**src/rtl/vga_brick_pkg.sv**
```systemverilog
// Shared timing defaults, colour codes and helpers for the VGA brick-field renderer.
// Geometry defaults live with the top-level parameters.
package vga_brick_pkg;

    localparam int DEF_H_ACTIVE = 640;
    localparam int DEF_H_FP     = 16;
    localparam int DEF_H_SYNC   = 96;
    localparam int DEF_H_BP     = 48;
    localparam int DEF_V_ACTIVE = 480;
    localparam int DEF_V_FP     = 10;
    localparam int DEF_V_SYNC   = 2;
    localparam int DEF_V_BP     = 33;

    localparam int H_TOTAL = DEF_H_ACTIVE + DEF_H_FP + DEF_H_SYNC + DEF_H_BP;
    localparam int V_TOTAL = DEF_V_ACTIVE + DEF_V_FP + DEF_V_SYNC + DEF_V_BP;

    localparam logic [2:0] C_BG     = 3'b000;
    localparam logic [2:0] C_PADDLE = 3'b001;
    localparam logic [2:0] C_ROW0   = 3'b010;
    localparam logic [2:0] C_ROWN   = 3'b110;

    // Index width for an N-entry brick table, never below one bit.
    function automatic int idx_width(input int n);
        return (n <= 1) ? 1 : $clog2(n);
    endfunction

endpackage

```
**src/rtl/vga_timing_gen.sv**
```systemverilog
// Raster counters plus registered syncs and frame pulse; the registered outputs
// lag the counter value they describe by exactly one clock.
module vga_timing_gen
    import vga_brick_pkg::*;
#(
    parameter int H_ACTIVE = DEF_H_ACTIVE,
    parameter int H_FP     = DEF_H_FP,
    parameter int H_SYNC   = DEF_H_SYNC,
    parameter int H_BP     = DEF_H_BP,
    parameter int V_ACTIVE = DEF_V_ACTIVE,
    parameter int V_FP     = DEF_V_FP,
    parameter int V_SYNC   = DEF_V_SYNC,
    parameter int V_BP     = DEF_V_BP
) (
    input  logic       i_clk,
    input  logic       i_rst,
    output logic [9:0] o_h,
    output logic [9:0] o_v,
    output logic [9:0] o_h_nxt,
    output logic [9:0] o_v_nxt,
    output logic       o_line_adv,
    output logic       o_active,
    output logic       o_hsync,
    output logic       o_vsync,
    output logic       o_frame_start
);

    localparam logic [9:0] H_LAST   = 10'(H_ACTIVE + H_FP + H_SYNC + H_BP - 1);
    localparam logic [9:0] V_LAST   = 10'(V_ACTIVE + V_FP + V_SYNC + V_BP - 1);
    localparam logic [9:0] H_ACT    = 10'(H_ACTIVE);
    localparam logic [9:0] V_ACT    = 10'(V_ACTIVE);
    localparam logic [9:0] HS_START = 10'(H_ACTIVE + H_FP);
    localparam logic [9:0] HS_END   = 10'(H_ACTIVE + H_FP + H_SYNC);
    localparam logic [9:0] VS_START = 10'(V_ACTIVE + V_FP);
    localparam logic [9:0] VS_END   = 10'(V_ACTIVE + V_FP + V_SYNC);

    logic [9:0] r_h;
    logic [9:0] r_v;
    logic       r_hsync;
    logic       r_vsync;
    logic       r_frame_start;
    logic [9:0] w_h_nxt;
    logic [9:0] w_v_nxt;
    logic       w_h_wrap;

    always_comb begin
        w_h_wrap = (r_h == H_LAST);
        w_h_nxt  = w_h_wrap ? 10'd0 : r_h + 10'd1;
        w_v_nxt  = r_v;
        if (w_h_wrap) begin
            w_v_nxt = (r_v == V_LAST) ? 10'd0 : r_v + 10'd1;
        end
    end

    always_ff @(posedge i_clk or posedge i_rst) begin
        if (i_rst) begin
            r_h           <= 10'd0;
            r_v           <= 10'd0;
            r_hsync       <= 1'b1;
            r_vsync       <= 1'b1;
            r_frame_start <= 1'b0;
        end else begin
            r_h           <= w_h_nxt;
            r_v           <= w_v_nxt;
            r_hsync       <= !((r_h >= HS_START) && (r_h < HS_END));
            r_vsync       <= !((r_v >= VS_START) && (r_v < VS_END));
            r_frame_start <= (r_h == 10'd0) && (r_v == 10'd0);
        end
    end

    assign o_h           = r_h;
    assign o_v           = r_v;
    assign o_h_nxt       = w_h_nxt;
    assign o_v_nxt       = w_v_nxt;
    assign o_line_adv    = w_h_wrap;
    assign o_active      = (r_h < H_ACT) && (r_v < V_ACT);
    assign o_hsync       = r_hsync;
    assign o_vsync       = r_vsync;
    assign o_frame_start = r_frame_start;

endmodule

```
**src/rtl/vga_brick_field_renderer.sv**
```systemverilog
// Breakout scene renderer: brick grid with live/display masks, paddle overlay,
// hit/restore bookkeeping and a registered 3-bit colour output.
module vga_brick_field_renderer
    import vga_brick_pkg::*;
#(
    parameter int H_ACTIVE = DEF_H_ACTIVE,
    parameter int H_FP     = DEF_H_FP,
    parameter int H_SYNC   = DEF_H_SYNC,
    parameter int H_BP     = DEF_H_BP,
    parameter int V_ACTIVE = DEF_V_ACTIVE,
    parameter int V_FP     = DEF_V_FP,
    parameter int V_SYNC   = DEF_V_SYNC,
    parameter int V_BP     = DEF_V_BP,
    parameter int ROWS     = 5,
    parameter int COLS     = 5,
    parameter int ORIGIN_X = 40,
    parameter int ORIGIN_Y = 40,
    parameter int BRICK_W  = 80,
    parameter int BRICK_H  = 30,
    parameter int PITCH_X  = 120,
    parameter int PITCH_Y  = 70,
    parameter int PADDLE_Y = 440,
    parameter int PADDLE_H = 10,
    parameter int PADDLE_W = 100,
    localparam int N  = ROWS * COLS,
    localparam int IW = idx_width(N)
) (
    input  logic          CLK_25MH,
    input  logic          reset,
    input  logic [9:0]    paddle_pos,
    input  logic          hit_valid,
    input  logic [IW-1:0] hit_index,
    input  logic          restore,
    output logic [2:0]    RGB,
    output logic          hsync,
    output logic          vsync,
    output logic [9:0]    hor_count,
    output logic [9:0]    ver_count,
    output logic          frame_start,
    output logic [6:0]    bricks_left,
    output logic          all_clear
);

    localparam logic [9:0]   OX        = 10'(ORIGIN_X);
    localparam logic [9:0]   OY        = 10'(ORIGIN_Y);
    localparam logic [9:0]   BW        = 10'(BRICK_W);
    localparam logic [9:0]   BH        = 10'(BRICK_H);
    localparam logic [9:0]   PX_LAST   = 10'(PITCH_X - 1);
    localparam logic [9:0]   PY_LAST   = 10'(PITCH_Y - 1);
    localparam logic [6:0]   LAST_COL  = 7'(COLS - 1);
    localparam logic [6:0]   LAST_ROW  = 7'(ROWS - 1);
    localparam logic [6:0]   COLS_L    = 7'(COLS);
    localparam logic [6:0]   N_L       = 7'(N);
    localparam logic [9:0]   PY_TOP    = 10'(PADDLE_Y);
    localparam logic [9:0]   PY_END    = 10'(PADDLE_Y + PADDLE_H);
    localparam logic [10:0]  PW        = 11'(PADDLE_W);
    localparam logic [N-1:0] MASK_FULL = '1;
    localparam logic [N-1:0] ONE_N     = N'(1);

    logic [9:0]   w_h;
    logic [9:0]   w_v;
    logic [9:0]   w_h_nxt;
    logic [9:0]   w_v_nxt;
    logic         w_line_adv;
    logic         w_active;

    logic         r_col_on;
    logic [6:0]   r_col;
    logic [9:0]   r_xoff;
    logic         r_row_on;
    logic [6:0]   r_row;
    logic [6:0]   r_row_base;
    logic [9:0]   r_yoff;

    logic [N-1:0] r_live;
    logic [N-1:0] r_disp;
    logic [6:0]   r_left;
    logic         r_all_clear;
    logic [2:0]   r_rgb;

    logic [N-1:0] w_hit_oh;
    logic         w_hit_ok;
    logic [N-1:0] w_live_nxt;
    logic [6:0]   w_left_nxt;
    logic [6:0]   w_idx;
    logic         w_in_brick;
    logic [10:0]  w_pad_end;
    logic         w_in_pad;
    logic [2:0]   w_colour;

    vga_timing_gen #(
        .H_ACTIVE (H_ACTIVE),
        .H_FP     (H_FP),
        .H_SYNC   (H_SYNC),
        .H_BP     (H_BP),
        .V_ACTIVE (V_ACTIVE),
        .V_FP     (V_FP),
        .V_SYNC   (V_SYNC),
        .V_BP     (V_BP)
    ) u_timing (
        .i_clk         (CLK_25MH),
        .i_rst         (reset),
        .o_h           (w_h),
        .o_v           (w_v),
        .o_h_nxt       (w_h_nxt),
        .o_v_nxt       (w_v_nxt),
        .o_line_adv    (w_line_adv),
        .o_active      (w_active),
        .o_hsync       (hsync),
        .o_vsync       (vsync),
        .o_frame_start (frame_start)
    );

    // Trackers describe the current (h,v); they step alongside the counters so
    // the brick column/row and offset within the pitch never need a divider.
    always_ff @(posedge CLK_25MH or posedge reset) begin
        if (reset) begin
            r_col_on   <= (OX == 10'd0);
            r_col      <= 7'd0;
            r_xoff     <= 10'd0;
            r_row_on   <= (OY == 10'd0);
            r_row      <= 7'd0;
            r_row_base <= 7'd0;
            r_yoff     <= 10'd0;
        end else begin
            if (w_h_nxt == OX) begin
                r_col_on <= 1'b1;
                r_col    <= 7'd0;
                r_xoff   <= 10'd0;
            end else if (w_line_adv) begin
                r_col_on <= 1'b0;
            end else if (r_col_on) begin
                if (r_xoff == PX_LAST) begin
                    r_xoff <= 10'd0;
                    if (r_col == LAST_COL) r_col_on <= 1'b0;
                    else                   r_col    <= r_col + 7'd1;
                end else begin
                    r_xoff <= r_xoff + 10'd1;
                end
            end

            if (w_line_adv) begin
                if (w_v_nxt == OY) begin
                    r_row_on   <= 1'b1;
                    r_row      <= 7'd0;
                    r_row_base <= 7'd0;
                    r_yoff     <= 10'd0;
                end else if (w_v_nxt == 10'd0) begin
                    r_row_on <= 1'b0;
                end else if (r_row_on) begin
                    if (r_yoff == PY_LAST) begin
                        r_yoff <= 10'd0;
                        if (r_row == LAST_ROW) begin
                            r_row_on <= 1'b0;
                        end else begin
                            r_row      <= r_row + 7'd1;
                            r_row_base <= r_row_base + COLS_L;
                        end
                    end else begin
                        r_yoff <= r_yoff + 10'd1;
                    end
                end
            end
        end
    end

    always_comb begin
        w_hit_oh   = ONE_N << hit_index;
        w_hit_ok   = hit_valid && (7'(hit_index) < N_L) && (|(r_live & w_hit_oh));
        w_live_nxt = r_live;
        w_left_nxt = r_left;
        if (restore) begin
            w_live_nxt = MASK_FULL;
            w_left_nxt = N_L;
        end else if (w_hit_ok) begin
            w_live_nxt = r_live & ~w_hit_oh;
            w_left_nxt = r_left - 7'd1;
        end
    end

    always_comb begin
        w_idx      = r_row_base + r_col;
        w_in_brick = r_col_on && r_row_on && (r_xoff < BW) && (r_yoff < BH)
                     && (|(r_disp & (ONE_N << w_idx)));
        w_pad_end  = {1'b0, paddle_pos} + PW;
        w_in_pad   = (w_v >= PY_TOP) && (w_v < PY_END)
                     && (w_h >= paddle_pos) && ({1'b0, w_h} < w_pad_end);
        w_colour   = C_BG;
        if (w_active) begin
            if (w_in_pad)        w_colour = C_PADDLE;
            else if (w_in_brick) w_colour = (r_row == 7'd0) ? C_ROW0 : C_ROWN;
        end
    end

    // The display mask only moves at the top-left pixel so a frame never tears.
    always_ff @(posedge CLK_25MH or posedge reset) begin
        if (reset) begin
            r_live      <= MASK_FULL;
            r_disp      <= MASK_FULL;
            r_left      <= N_L;
            r_all_clear <= 1'b0;
            r_rgb       <= C_BG;
        end else begin
            r_live      <= w_live_nxt;
            r_left      <= w_left_nxt;
            r_all_clear <= (w_left_nxt == 7'd0);
            r_rgb       <= w_colour;
            if ((w_h == 10'd0) && (w_v == 10'd0)) r_disp <= r_live;
        end
    end

    assign hor_count   = w_h;
    assign ver_count   = w_v;
    assign RGB         = r_rgb;
    assign bricks_left = r_left;
    assign all_clear   = r_all_clear;

endmodule

```
**config.mk**
```make
export PLATFORM = sky130hd
export DESIGN_NAME = vga_brick_field_renderer
export DESIGN_NICKNAME = d
export VERILOG_FILES = /design/src/rtl/vga_brick_pkg.sv /design/src/rtl/vga_timing_gen.sv /design/src/rtl/vga_brick_field_renderer.sv
export SDC_FILE = /design/constraint.sdc
export NUM_CORES = 1
export LEC_CHECK = 0
export CORE_MARGIN = 1.5
export CORE_UTILIZATION = 55
export DETAILED_ROUTE_END_ITERATION = 12
export PLACE_DENSITY = 0.81
export SLEW_MARGIN = 10
export SYNTH_ARGS = -nofsm -noshare
export SYNTH_HDL_FRONTEND = slang
export SYNTH_SLANG_ARGS = --single-unit
```
**constraint.sdc**
```tcl
create_clock -name CLK_25MH -period 4.9 [get_ports CLK_25MH]
set_clock_uncertainty 0.05 [all_clocks]
set_input_delay 0.735 -clock CLK_25MH [delete_from_list [all_inputs] [get_ports CLK_25MH]]
set_output_delay 0.735 -clock CLK_25MH [all_outputs]
set_load 0.05 [all_outputs]
```
==> results.md <==
* Status: finished clean
* Final GP Congestion at 0.920
* Core footprint at 13,800 um2
* Clock network fraction of design power at 0.507
* Required time of the critical path at 5.15 ns
* RSZ-0062 raised after global routing: no
* Ys async rst share at 1.00
* Clock latency on the worst-skew pair at 0.43 ns
* # hold bufs at CTS at 0
* Crit-path max cell delay at 0.70 ns
* Root Driver: clkbuf_16
* Post-layout util at 0.652
* Worst EP arrival at 4.15 ns
* Vias at 6,278
* Dpl cells at 992
* WL/cell at 17.1 um
* Hold violation count in the final report at 0
* Pins Over Slew Limit at 0
* Post-synth net total at 849
* Slew HR at 0.248
* Initial antenna violation count at 0
* VDD IR max at 254 uV
* MaxCap Viol Count at 0
* Total routed wirelength at 17,500 um
* Vias/cell at 6.13
* Vias in the first global route at 5,967
* CTS tree: done
* R2R depth at 9
* Sequential area share after synthesis at 0.421
* DIE WIDTH at 121 um
* H-tree level count at 4
* Commonest cells after routing, fill and taps aside: 72 x dfrtp_1, 69 x nor2_1, 55 x dfstp_2
* FF-to-FF setup slack at 1.01 ns
* # DRC at 0
* Pin count of the biggest net entering global routing at 68
* Number of synthesized flops with an enable pin at 0
* Remaining Overflow, GRT at 0
* Mapped Area at 7720 um2
* Non-Filler Instances at 1,024
* Initial core utilization at 0.561
* R2r startpoint: u_timing.o_h[1]
* Post-CTS setup buffers at 0
* Std-Cell Rows at 43
* Critical Path Sink: r_row_base[0]
* Switching Share at 0.243
* Initial DRC count at 575
* Area grow syn2layout at 16.4%
* Share of cells above drive strength 1 at 0.174
* Nets at 890
* Final worst path period need at 3.89 ns
* Period utilization at 0.795
* LEAKAGE at 0.00372 uW
* TritonRoute pass-1 iters at 5
* Worst Tran Pin Value at 1.12 ns
* Kind of critical path: reg2reg
* Die height at 121 um
* CTS Sinks at 127
* Ports at 53
* Final setup fails at 0
* Hold WC Path Type: reg2reg
* R2r endpoint: r_row_base[0]
* Routed Antenna Nets at 0
* Crit path launch: u_timing.o_h[1]
* Switching Power at 615 uW
* Critical Path Fanout Max at 20
* Most common cell after layout, fill and taps aside: dfrtp_1
* Worst-path cell chain: ha_1 > and3_1 > and4_1 > and3_1 > o311ai_2 > nor4_2 > and2_1 > a31oi_1 > mux2_2
* Post-Syn Instances at 790
* Tot GR Track Use at 0.254
* Synth cell types at 67
* Most used flip-flop cell after synthesis: dfrtp_1
* TNS Setup at 0 ns
* First-pass GRT wire length at 29,600 um
* Port-buffer cells at 52
* Design internal power at 1920 uW
* Comb power frac at 0.064
* Longest Clk Path Bufs at 2
* Die area at 14,800 um2
* Fmax at 257 MHz
* Sequential share of power at 0.429
* Crit path capture type: flop
* Post-CTS sizing at 0
* Synthesis-stage register bit count at 127
* # diodes at 0
* Worst path most repeated cell: and3_1
* CP max-delay cell: and4_1
* Clock transition at the registers of the reported paths at 0.06 ns
* Num CTS Buffers at 17
* Critical Path Source Type: flop
* Synth warnings at 0
* P per Cell Area at 282 nW/um2
* Avg Cell Area, Syn at 9.77 um2
* Hpwl dp at 12,000 um
==> synth_stat cells (11+ instances only) <==
library cell	count	share of area
dfrtp_1	72	0.23
nor2_1	69	0.034
dfstp_2	55	0.19
a21oi_1	44	0.029
ha_1	39	0.063
nand2_1	39	0.019
inv_1	36	0.018
o21ai_0	36	0.023
mux2_2	32	0.047
nand2b_1	29	0.024
clkbuf_1	28	0.014
nand3_1	28	0.018
xnor2_1	28	0.032
nor3_1	22	0.014
and3_1	17	0.014
a21o_1	14	0.014
nand4_1	14	0.011
mux2i_1	13	0.017
o31ai_1	12	0.012
or3_1	12	0.0097
a31oi_1	11	0.0089
nor3b_1	11	0.011
xor2_1	11	0.012
==> how the worst min path moves through the flow <==
stage / from / to / slack (ns) / cells after the start
finish: r_live[17] / r_live[17] / 0.44 / 2
global route: r_live[21] / r_live[21] / 0.46 / 2
CTS: r_live[2] / r_live[2] / 0.44 / 2
detailed placement: r_live[6] / r_live[6] / 0.43 / 2
global placement: r_live[3] / r_live[3] / 0.42 / 2
floorplan: r_live[17] / r_live[17] / 0.40 / 2
==> cell type report <==
type                            instances  area (um2)
Fill cell                            1084        4790
Multi-Input combinational cell        591        4200
Sequential cell                       127        3250
Timing Repair Buffer                   58         566
Clock buffer                           20         489
Tap cell                              180         225
Inverter                               36         138
Clock inverter                         12         119
==> critical path: cells and delay by family, from the launching register on <==
kind	cells	cell delay, ns
multiplexers	1	0.34
flip-flops	1	0.47
AND/OR/NAND/NOR	5	2.33
adder cells (fa/ha/maj)	1	0.25
AO/OA/AOI/OAI	2	0.33
==> sequential cells by signal (all words and copies together), names as in the netlist <==
register                count
u_timing.o_v               10
u_timing.o_frame_start      1
r_live                     25
bricks_left                 7
r_col_on                    1
u_timing.o_vsync            1
RGB                         3
r_col                       7
r_xoff                     10
r_yoff                     10
r_row                       7
r_row_base                  7
r_disp                     25
u_timing.o_hsync            1
r_row_on                    1
all_clear                   1
u_timing.o_h               10
==> per-stage QoR <==
stage | total power (uW) | instance area, um2 | hold slack (ns) | setup slack [ns]
2_1_floorplan | 1210 | 7720 | 0.403 | 0.822
3_3_place_gp | 1260 | 8380 | 0.419 | 0.923
3_5_place_dp | 1270 | 8380 | 0.430 | 0.878
4_1_cts | 2560 | 8990 | 0.443 | 1.04
5_1_grt | 2620 | 8990 | 0.457 | 0.740
6_report | 2540 | 8990 | 0.441 | 1.01
==> routing by layer <==
| metal | wire length (um) | vias up | global-route usage |
|---|---|---|---|
| li1 | - | 2985 | - |
| met1 | 7760 | 3068 | 0.341 |
| met2 | 8600 | 205 | 0.416 |
| met3 | 893 | 20 | 0.0578 |
| met4 | 231 | 0 | 0.0662 |
| met5 | 0 | - | 0 |
==> power groups by stage <==
stage | Clock [uW] | Sequential [uW] | Combinational, uW
floorplan | 0 | 1110 | 103
global placement | 0 | 1100 | 157
detailed placement | 0 | 1100 | 162
CTS | 1310 | 1090 | 163
global route | 1350 | 1090 | 181
finish | 1290 | 1090 | 162
==> cells by family after synthesis <==
group / Yosys count / share of synthesized area
fa+ha+maj: 40 / 0.0658
buf+inv: 72 / 0.0363
flops: 127 / 0.421
simple gates: 297 / 0.215
compound gates: 165 / 0.140
xor+xnor: 39 / 0.0442
mux: 50 / 0.0781
No activity file was read; power rests on OpenSTA's default activity.
